### src/rtl/cpu16_pkg.sv
// Shared definitions for the 16-bit multi-cycle CPU control path: opcodes, ALU codes,
// ALU B-input selects, FSM state encoding and the per-state control word.
package cpu16_pkg;

    localparam logic [3:0] OP_ADD  = 4'b0000;
    localparam logic [3:0] OP_SUB  = 4'b0001;
    localparam logic [3:0] OP_AND  = 4'b0010;
    localparam logic [3:0] OP_OR   = 4'b0011;
    localparam logic [3:0] OP_NOR  = 4'b0100;
    localparam logic [3:0] OP_NAND = 4'b0101;
    localparam logic [3:0] OP_SLT  = 4'b0110;
    localparam logic [3:0] OP_ADDI = 4'b0111;
    localparam logic [3:0] OP_LW   = 4'b1000;
    localparam logic [3:0] OP_SW   = 4'b1001;
    localparam logic [3:0] OP_BEQ  = 4'b1010;
    localparam logic [3:0] OP_BNE  = 4'b1011;

    localparam logic [3:0] ALU_AND  = 4'b0000;
    localparam logic [3:0] ALU_OR   = 4'b0001;
    localparam logic [3:0] ALU_ADD  = 4'b0010;
    localparam logic [3:0] ALU_SUB  = 4'b0110;
    localparam logic [3:0] ALU_SLT  = 4'b0111;
    localparam logic [3:0] ALU_NOR  = 4'b1100;
    localparam logic [3:0] ALU_NAND = 4'b1101;

    localparam logic [1:0] SRCB_REG    = 2'b00;
    localparam logic [1:0] SRCB_TWO    = 2'b01;
    localparam logic [1:0] SRCB_IMM    = 2'b10;
    localparam logic [1:0] SRCB_IMM_SH = 2'b11;

    typedef enum logic [3:0] {
        S_IDLE     = 4'd0,
        S_FETCH    = 4'd1,
        S_DECODE   = 4'd2,
        S_EXEC_R   = 4'd3,
        S_WB_R     = 4'd4,
        S_EXEC_I   = 4'd5,
        S_WB_I     = 4'd6,
        S_MEM_ADDR = 4'd7,
        S_MEM_RD   = 4'd8,
        S_WB_MEM   = 4'd9,
        S_MEM_WR   = 4'd10,
        S_BRANCH   = 4'd11,
        S_HALT     = 4'd12
    } state_t;

    typedef struct packed {
        logic       mem_req;
        logic       mem_we;
        logic       iord;
        logic       pc_source;
        logic       reg_write;
        logic       reg_dst;
        logic       mem_to_reg;
        logic       alu_src_a;
        logic [1:0] alu_src_b;
        logic [3:0] alu_ctl;
        logic       halted;
    } ctl_t;

    // Moore part of the control word for a state; r_alu is only used in EXEC_R.
    function automatic ctl_t state_outputs(state_t s, logic [3:0] r_alu);
        ctl_t c;
        c = '0;
        case (s)
            S_FETCH: begin
                c.mem_req   = 1'b1;
                c.alu_src_b = SRCB_TWO;
                c.alu_ctl   = ALU_ADD;
            end
            S_DECODE: begin
                c.alu_src_b = SRCB_IMM_SH;
                c.alu_ctl   = ALU_ADD;
            end
            S_EXEC_R: begin
                c.alu_src_a = 1'b1;
                c.alu_src_b = SRCB_REG;
                c.alu_ctl   = r_alu;
            end
            S_WB_R: begin
                c.reg_write = 1'b1;
                c.reg_dst   = 1'b1;
            end
            S_EXEC_I, S_MEM_ADDR: begin
                c.alu_src_a = 1'b1;
                c.alu_src_b = SRCB_IMM;
                c.alu_ctl   = ALU_ADD;
            end
            S_WB_I: c.reg_write = 1'b1;
            S_MEM_RD: begin
                c.mem_req = 1'b1;
                c.iord    = 1'b1;
            end
            S_WB_MEM: begin
                c.reg_write  = 1'b1;
                c.mem_to_reg = 1'b1;
            end
            S_MEM_WR: begin
                c.mem_req = 1'b1;
                c.mem_we  = 1'b1;
                c.iord    = 1'b1;
            end
            S_BRANCH: begin
                c.alu_src_a = 1'b1;
                c.alu_src_b = SRCB_REG;
                c.alu_ctl   = ALU_SUB;
                c.pc_source = 1'b1;
            end
            S_HALT:  c.halted = 1'b1;
            default: c = '0;
        endcase
        return c;
    endfunction

endpackage

### src/rtl/alu_ctl_decode.sv
// Combinational map from R-type opcode to ALU control code.
module alu_ctl_decode
    import cpu16_pkg::*;
(
    input  logic [3:0] opcode,
    output logic [3:0] alu_ctl
);

    always_comb begin
        alu_ctl = ALU_ADD;
        case (opcode)
            OP_ADD:  alu_ctl = ALU_ADD;
            OP_SUB:  alu_ctl = ALU_SUB;
            OP_AND:  alu_ctl = ALU_AND;
            OP_OR:   alu_ctl = ALU_OR;
            OP_NOR:  alu_ctl = ALU_NOR;
            OP_NAND: alu_ctl = ALU_NAND;
            OP_SLT:  alu_ctl = ALU_SLT;
            default: alu_ctl = ALU_ADD;
        endcase
    end

endmodule

### src/rtl/multicycle_ctrl.sv
// Multi-cycle control FSM for the 16-bit MIPS datapath with a req/ready memory handshake.
// Build option ILLEGAL_OP_TRAP_EN: illegal opcodes halt with trap=1 instead of acting as NOPs.
//
// state    | meaning
// IDLE     | after reset, nothing asserted
// FETCH    | read instruction at PC, PC += 2 on completion
// DECODE   | precompute branch target into ALUOut
// EXEC_R   | R-type ALU operation on A, B
// WB_R     | write ALUOut to IR[7:6]
// EXEC_I   | ADDI: A + imm
// WB_I     | write ALUOut to IR[9:8]
// MEM_ADDR | LW/SW address A + imm
// MEM_RD   | load access, waits on mem_ready
// WB_MEM   | write loaded data to IR[9:8]
// MEM_WR   | store access, waits on mem_ready
// BRANCH   | compare A - B, conditional PC load from ALUOut
// HALT     | stopped until reset (timeout or trap)
module multicycle_ctrl
    import cpu16_pkg::*;
#(
    parameter int MEM_TIMEOUT = 16,
    parameter int OP_W        = 4,
    parameter int ALUCTL_W    = 4
) (
    input  logic                clock,
    input  logic                reset_n,
    input  logic [OP_W-1:0]     opcode,
    input  logic                zero,
    input  logic                mem_ready,
    output logic                mem_req,
    output logic                mem_we,
    output logic                iord,
    output logic                ir_write,
    output logic                pc_write,
    output logic                pc_source,
    output logic                reg_write,
    output logic                reg_dst,
    output logic                mem_to_reg,
    output logic                alu_src_a,
    output logic [1:0]          alu_src_b,
    output logic [ALUCTL_W-1:0] alu_ctl,
    output logic                halted,
    output logic                trap
);

    state_t     state;
    state_t     nxt;
    ctl_t       ctl_q;
    logic [7:0] wait_cnt;
    logic [3:0] op;
    logic [3:0] r_alu;
    logic       wait_st;
    logic       timed_out;

    assign op = opcode[3:0];

    alu_ctl_decode u_alu_ctl_decode (
        .opcode  (op),
        .alu_ctl (r_alu)
    );

    assign wait_st   = (state == S_FETCH) || (state == S_MEM_RD) || (state == S_MEM_WR);
    assign timed_out = !mem_ready && (wait_cnt == 8'(MEM_TIMEOUT - 1));

    always_comb begin
        nxt = state;
        case (state)
            S_IDLE:  nxt = S_FETCH;
            S_FETCH: begin
                if (mem_ready)      nxt = S_DECODE;
                else if (timed_out) nxt = S_HALT;
            end
            S_DECODE: begin
                case (op)
                    OP_ADD, OP_SUB, OP_AND, OP_OR,
                    OP_NOR, OP_NAND, OP_SLT: nxt = S_EXEC_R;
                    OP_ADDI:                 nxt = S_EXEC_I;
                    OP_LW, OP_SW:            nxt = S_MEM_ADDR;
                    OP_BEQ, OP_BNE:          nxt = S_BRANCH;
`ifdef ILLEGAL_OP_TRAP_EN
                    default:                 nxt = S_HALT;
`else
                    default:                 nxt = S_FETCH;
`endif
                endcase
            end
            S_EXEC_R:   nxt = S_WB_R;
            S_WB_R:     nxt = S_FETCH;
            S_EXEC_I:   nxt = S_WB_I;
            S_WB_I:     nxt = S_FETCH;
            S_MEM_ADDR: nxt = (op == OP_SW) ? S_MEM_WR : S_MEM_RD;
            S_MEM_RD: begin
                if (mem_ready)      nxt = S_WB_MEM;
                else if (timed_out) nxt = S_HALT;
            end
            S_WB_MEM:   nxt = S_FETCH;
            S_MEM_WR: begin
                if (mem_ready)      nxt = S_FETCH;
                else if (timed_out) nxt = S_HALT;
            end
            S_BRANCH:   nxt = S_FETCH;
            S_HALT:     nxt = S_HALT;
            default:    nxt = S_IDLE;
        endcase
    end

    // Control word is registered for the state being entered, so outputs clear with the async reset.
    always_ff @(posedge clock or negedge reset_n) begin
        if (!reset_n) begin
            state    <= S_IDLE;
            ctl_q    <= '0;
            wait_cnt <= '0;
        end else begin
            state <= nxt;
            ctl_q <= state_outputs(nxt, r_alu);
            if (wait_st && !mem_ready && (nxt == state))
                wait_cnt <= wait_cnt + 8'd1;
            else
                wait_cnt <= '0;
        end
    end

`ifdef ILLEGAL_OP_TRAP_EN
    logic trap_q;

    // HALT is reachable from DECODE only through an illegal opcode.
    always_ff @(posedge clock or negedge reset_n) begin
        if (!reset_n)
            trap_q <= 1'b0;
        else if ((state == S_DECODE) && (nxt == S_HALT))
            trap_q <= 1'b1;
    end

    assign trap = trap_q;
`else
    assign trap = 1'b0;
`endif

    assign ir_write = (state == S_FETCH) && mem_ready;
    assign pc_write = ((state == S_FETCH) && mem_ready) ||
                      ((state == S_BRANCH) && ((op == OP_BNE) ? !zero : zero));

    assign mem_req    = ctl_q.mem_req;
    assign mem_we     = ctl_q.mem_we;
    assign iord       = ctl_q.iord;
    assign pc_source  = ctl_q.pc_source;
    assign reg_write  = ctl_q.reg_write;
    assign reg_dst    = ctl_q.reg_dst;
    assign mem_to_reg = ctl_q.mem_to_reg;
    assign alu_src_a  = ctl_q.alu_src_a;
    assign alu_src_b  = ctl_q.alu_src_b;
    assign alu_ctl    = ALUCTL_W'(ctl_q.alu_ctl);
    assign halted     = ctl_q.halted;

endmodule

### config.mk
export PLATFORM = sky130hd
export DESIGN_NAME = multicycle_ctrl
export DESIGN_NICKNAME = d
export VERILOG_FILES = /design/src/rtl/cpu16_pkg.sv /design/src/rtl/alu_ctl_decode.sv /design/src/rtl/multicycle_ctrl.sv
export SDC_FILE = /design/constraint.sdc
export NUM_CORES = 1
export LEC_CHECK = 0
export ABC_AREA = 1
export CAP_MARGIN = 20
export CELL_PAD_IN_SITES_DETAIL_PLACEMENT = 1
export CELL_PAD_IN_SITES_GLOBAL_PLACEMENT = 1
export CORE_ASPECT_RATIO = 0.75
export CORE_UTILIZATION = 40
export CTS_CLUSTER_DIAMETER = 120
export DETAILED_ROUTE_END_ITERATION = 7
export PLACE_DENSITY_LB_ADDON = 0.1
export SYNTH_ARGS = -nofsm -noshare
export SYNTH_HDL_FRONTEND = slang
export SYNTH_SLANG_ARGS = --single-unit
export TNS_END_PERCENT = 100
### constraint.sdc
create_clock -name clock -period 2.6 [get_ports clock]
set_input_delay 0.39 -clock clock [delete_from_list [all_inputs] [get_ports clock]]
set_output_delay 0.39 -clock clock [all_outputs]
set_load 0.05 [all_outputs]
After elaboration in Yosys (flattened, before gate mapping)
Memories as Yosys holds them, arrays and structs flattened.
Cells that the tools add are included.
Cells by class
  $add $sub $neg: 1
  eq/ne operators: 34
  multiplexer cells: 19
  reduce and logical (&&, ||, !) cells: 17
Operators by type and width (count)
  $eq 4x4->1 const B: 12
  $eq 4x3->1 const B: 11
  $pmux 4 s9: 1
  $pmux 6 s5: 1
  $eq 4x2->1 const B: 6
  $pmux 4 s6: 1
  $mux 4: 4
  $eq 4x1->1 const B: 3
  $mux 1: 10
  $add 8x1->8 const B: 1
  $eq 8x4->1 const B: 1
  $mux 8: 1
  $reduce_or 3->1: 2
  $logic_and 1x1->1: 5
  $reduce_or 5->1: 1
  $eq 4x4->1: 1
  $logic_not 4->1: 1
  $reduce_or 2->1: 2
  $reduce_or 4->1: 1
  $logic_or 1x1->1: 3
  $logic_not 1->1: 2
  $mux 2: 1
Word-level totals
  bits in registers: 27
  memory bits (read-only): 48
  bits of input ports: 8
  memories kept: 1
Memory list
  (no name shown): depth 16, bits a word 3, read ports 1, clocked after memory_dff 0, write ports 0, line multicycle_ctrl.sv:74  | case (op)

Logic depth before layout (Yosys ltp)
  depth after elaboration: 8
  depth in mapped cells: 10

Modules after synthesis
Synthesis repeated with hierarchy kept, for this count alone.
Unflattened totals
  cell total of the unflattened synthesis: 192
  area total of the unflattened synthesis: 1490.2 µm²
By module, submodules not included
  multicycle_ctrl: times used 1, cells an instance 172, area each 1401.3 µm², seq. area each 675.6 µm²
  alu_ctl_decode: times used 1, cells an instance 20, area each 88.8 µm², seq. area each 0.0 µm²

Worst setup path after synthesis
Ideal clock, no wire load.
  kind: input to output
  start point: input opcode[2]
  end point: output pc_write
  arrival time: 1.320 ns
  required time: 2.210 ns
  setup slack: 0.890 ns
  cell stages on the path: 6
  cell sequence: buf_2 > nor2_2 > nand2_1 > o21bai_1 > nand4_1 > nand2_1
Between the ends
  word-level cells in the longest chain between the ends: 4
Ends and longest elaborated chain
  start: declaration: line multicycle_ctrl.sv:27  | input logic [OP_W-1:0] opcode,
  $eq 4x4->1: line multicycle_ctrl.sv:141  | ((state == S_BRANCH) && ((op == OP_BNE) ? !zero : zero));
  $mux 1: line multicycle_ctrl.sv:141
  $logic_and 1x1->1: line multicycle_ctrl.sv:141
  $logic_or 1x1->1: line multicycle_ctrl.sv:140  | assign pc_write = ((state == S_FETCH) && mem_ready) ||
  end: declaration: line multicycle_ctrl.sv:34  | output logic pc_write,
No other way between the ends.

Worst setup path in the final report
  start point: input opcode[3]
  end point: output pc_write
The elaborated chain is that of the path after synthesis.

==> metrics.cfg <==
[global_route]
grt_pass1_vias = 1287
antenna_found_initial = 0
grt_usage = 0.222
overflow = 0
grt_pass1_wl_um = 6220
grt_max_degree = 28

[worst_setup_path]
start_kind = input port
r2r-end = mem_req
endpoint_kind = output pin
crit_end = pc_write
critical_path_required_ns = 2.21
r2r_setup_slack_ns = 0.84
crit_type = in2out
crit-reg2reg-launch = wait_cnt[0]
cp_data_arrival_time_ns = 1.84
cp-startpoint = opcode[3]
cp_max_fo = 5
ff2ff_path_depth = 8

[route]
viasPerCell = 5.17
ant_nets = 0
drt_iter0_markers = 31
wl_per_cell_um = 15.2
route.detailed.drc = 10
drt_wl_total_um = 3760
drt-pass1-iter-count = 6
vias = 1278

[final_layout]
drive_gt1_frac = 0.111
nNetsFinal = 217
num_antenna_cells = 0
largest_reg_flops = 8
final_area_um2 = 1750
top_register = wait_cnt
layout_commonest_cell = nand2_1
area_delta_synth_final_pct = 23.8
fin_cells = 247
layout_common_cells = 43 x nand2_1, 30 x nor2_1, 27 x dfrtp_1
fillers = 416

[logic_synthesis]
synthAdderAreaFrac = 0.00883
synth-seq-cells = 27
postSynthAreaPerCell_um2 = 7.83
syn_nets = 190
syn_inst = 181
muxShareOfSynthArea = 0
yosys_warnings = 0
yosysUniqueCellTypes = 23
synthXorXnorAreaFrac = 0.0371
synth_simple_gate_area_frac = 0.352
synth_area_um2 = 1420
synth_seq_area_share = 0.477
synth_top_family_by_area = simple AND/OR/NAND/NOR gates
synth_compound_area_frac = 0.0548

[placed_design]
dp_slack_ns = 0.420
placed_cell_area_um2 = 1700
dp_cells = 243
gp_congestion = 0.900
dp_hpwl_um = 3000
port_buffers = 24

[clocking]
cts_htree_levels = 1
insertion_delay_ns = 0.28
clock_sinks = 27
clockBufferDepth = 2
hold_buffers = 0
tritoncts = done
clkTransAtPathRegs_ns = 0.10
clock-root-buffer = clkbuf_8
cts_resized = 0
numCtsBuffers = 3
post_cts_buffers = 0

[worst_hold_path]
hold_class = in2async

[floorplan]
die_y_um = 53.5
io_pins = 26
start_util = 0.425
fp.dieArea_um2 = 3790
fp.dieW_um = 70.7
coreArea_um2 = 3330
fp-row-count = 18

[sta]
finalSetupViolCount = 0
grt_setup_unrepaired = no
tns_ns = 0
max_freq_ghz = 0.449
setup_ws_ns = 0.374
skew_ns = 0.00345
fin_crit_sh = 0.856
drv_slew = 0
slew_headroom = 0.660
hold_violations = 0
fin_crit_ns = 2.23
worst_slew_pin_slew_ns = 0.509

[power_and_ir_drop]
power_per_cell_area_nw_per_um2 = 1030
vdd_drop_max_mv = 0.429
p_leak_nw = 0.911

[outcome]
violations = DRC
outcome = finished with violations

[flow_run]
maxCapViolCount = 0

layout make-up:
cell class,instances,area [µm²],area share
sequential,27,676,0.385
inverter,21,78.8,0.0450
clock buffer,3,41.3,0.0236
multi-input combinational,130,644,0.368
clock inverter,1,7.51,0.00428
tap,40,50.0,0.0286
timing repair buffer,25,255,0.146
metal layers:
metal	global-route usage	vias to the layer above	wire length, µm
met5	0	-	0
met4	0.0600	0	38
met3	0.0431	5	136
met2	0.381	22	1720
met1	0.294	625	1860
li1	-	626	-
Yosys cell counts:
library cell / count / area [µm²]
nand2_1: 43 / 161
nor2_1: 30 / 113
dfrtp_1: 27 / 676
nand3_1: 23 / 115
inv_1: 17 / 63.8
nor2_2: 5 / 31.3
xor2_1: 5 / 43.8
inv_2: 4 / 15.0
o21ai_0: 4 / 20.0
nand4_1: 3 / 18.8
nor2_4: 3 / 33.8
a21oi_1: 2 / 10.0
buf_2: 2 / 10.0
nand2_2: 2 / 12.5
nor4_1: 2 / 12.5
o21bai_1: 2 / 15.0
a211oi_1: 1 / 7.51
buf_4: 1 / 7.51
conb_1: 1 / 3.75
ha_1: 1 / 12.5
o21ai_2: 1 / 8.76
o41ai_2: 1 / 16.3
xnor2_1: 1 / 8.76
critical path, stage by stage:
cell and delay [ns]:
clkdlybuf4s50_1 0.59, inv_1 0.10, nor2_2 0.13, nand2_1 0.13, o21bai_1 0.16, nand4_1 0.09
nand2_1 0.11, buf_12 0.15
report_power, final:
group          switching, mW  internal, mW
sequential            0.0801         0.512
combinational          0.675         0.289
clock                  0.137         0.109
cell families (layout without fill, tap and decap cells):
| family | after synthesis | after routing |
|---|---|---|
| AO/OA/AOI/OAI | 11 | 11 |
| XOR/XNOR | 6 | 6 |
| adder cells (fa/ha/maj) | 1 | 1 |
| buffers and inverters | 24 | 50 |
| flip-flops | 27 | 27 |
| other | 1 | 1 |
| AND/OR/NAND/NOR | 111 | 111 |
worst min-delay path by stage:
stage             endpoint   startpoint
2_1_floorplan   alu_ctl[0]      reset_n
3_3_place_gp   wait_cnt[0]  wait_cnt[0]
3_5_place_dp   wait_cnt[0]  wait_cnt[0]
4_1_cts        wait_cnt[0]  wait_cnt[0]
5_1_grt        wait_cnt[2]      reset_n
6_report       wait_cnt[3]      reset_n
stage by stage:
step                      utilization  power, mW  hold slack [ns]
after floorplan                     -       1.25           0.0944
after global placement          0.511       1.53            0.443
after detailed placement        0.511       1.56            0.475
after CTS                       0.526       1.82            0.492
after global routing            0.526       1.92            0.513
final                           0.526       1.80            0.485
Power figures use the tool's default switching activity.
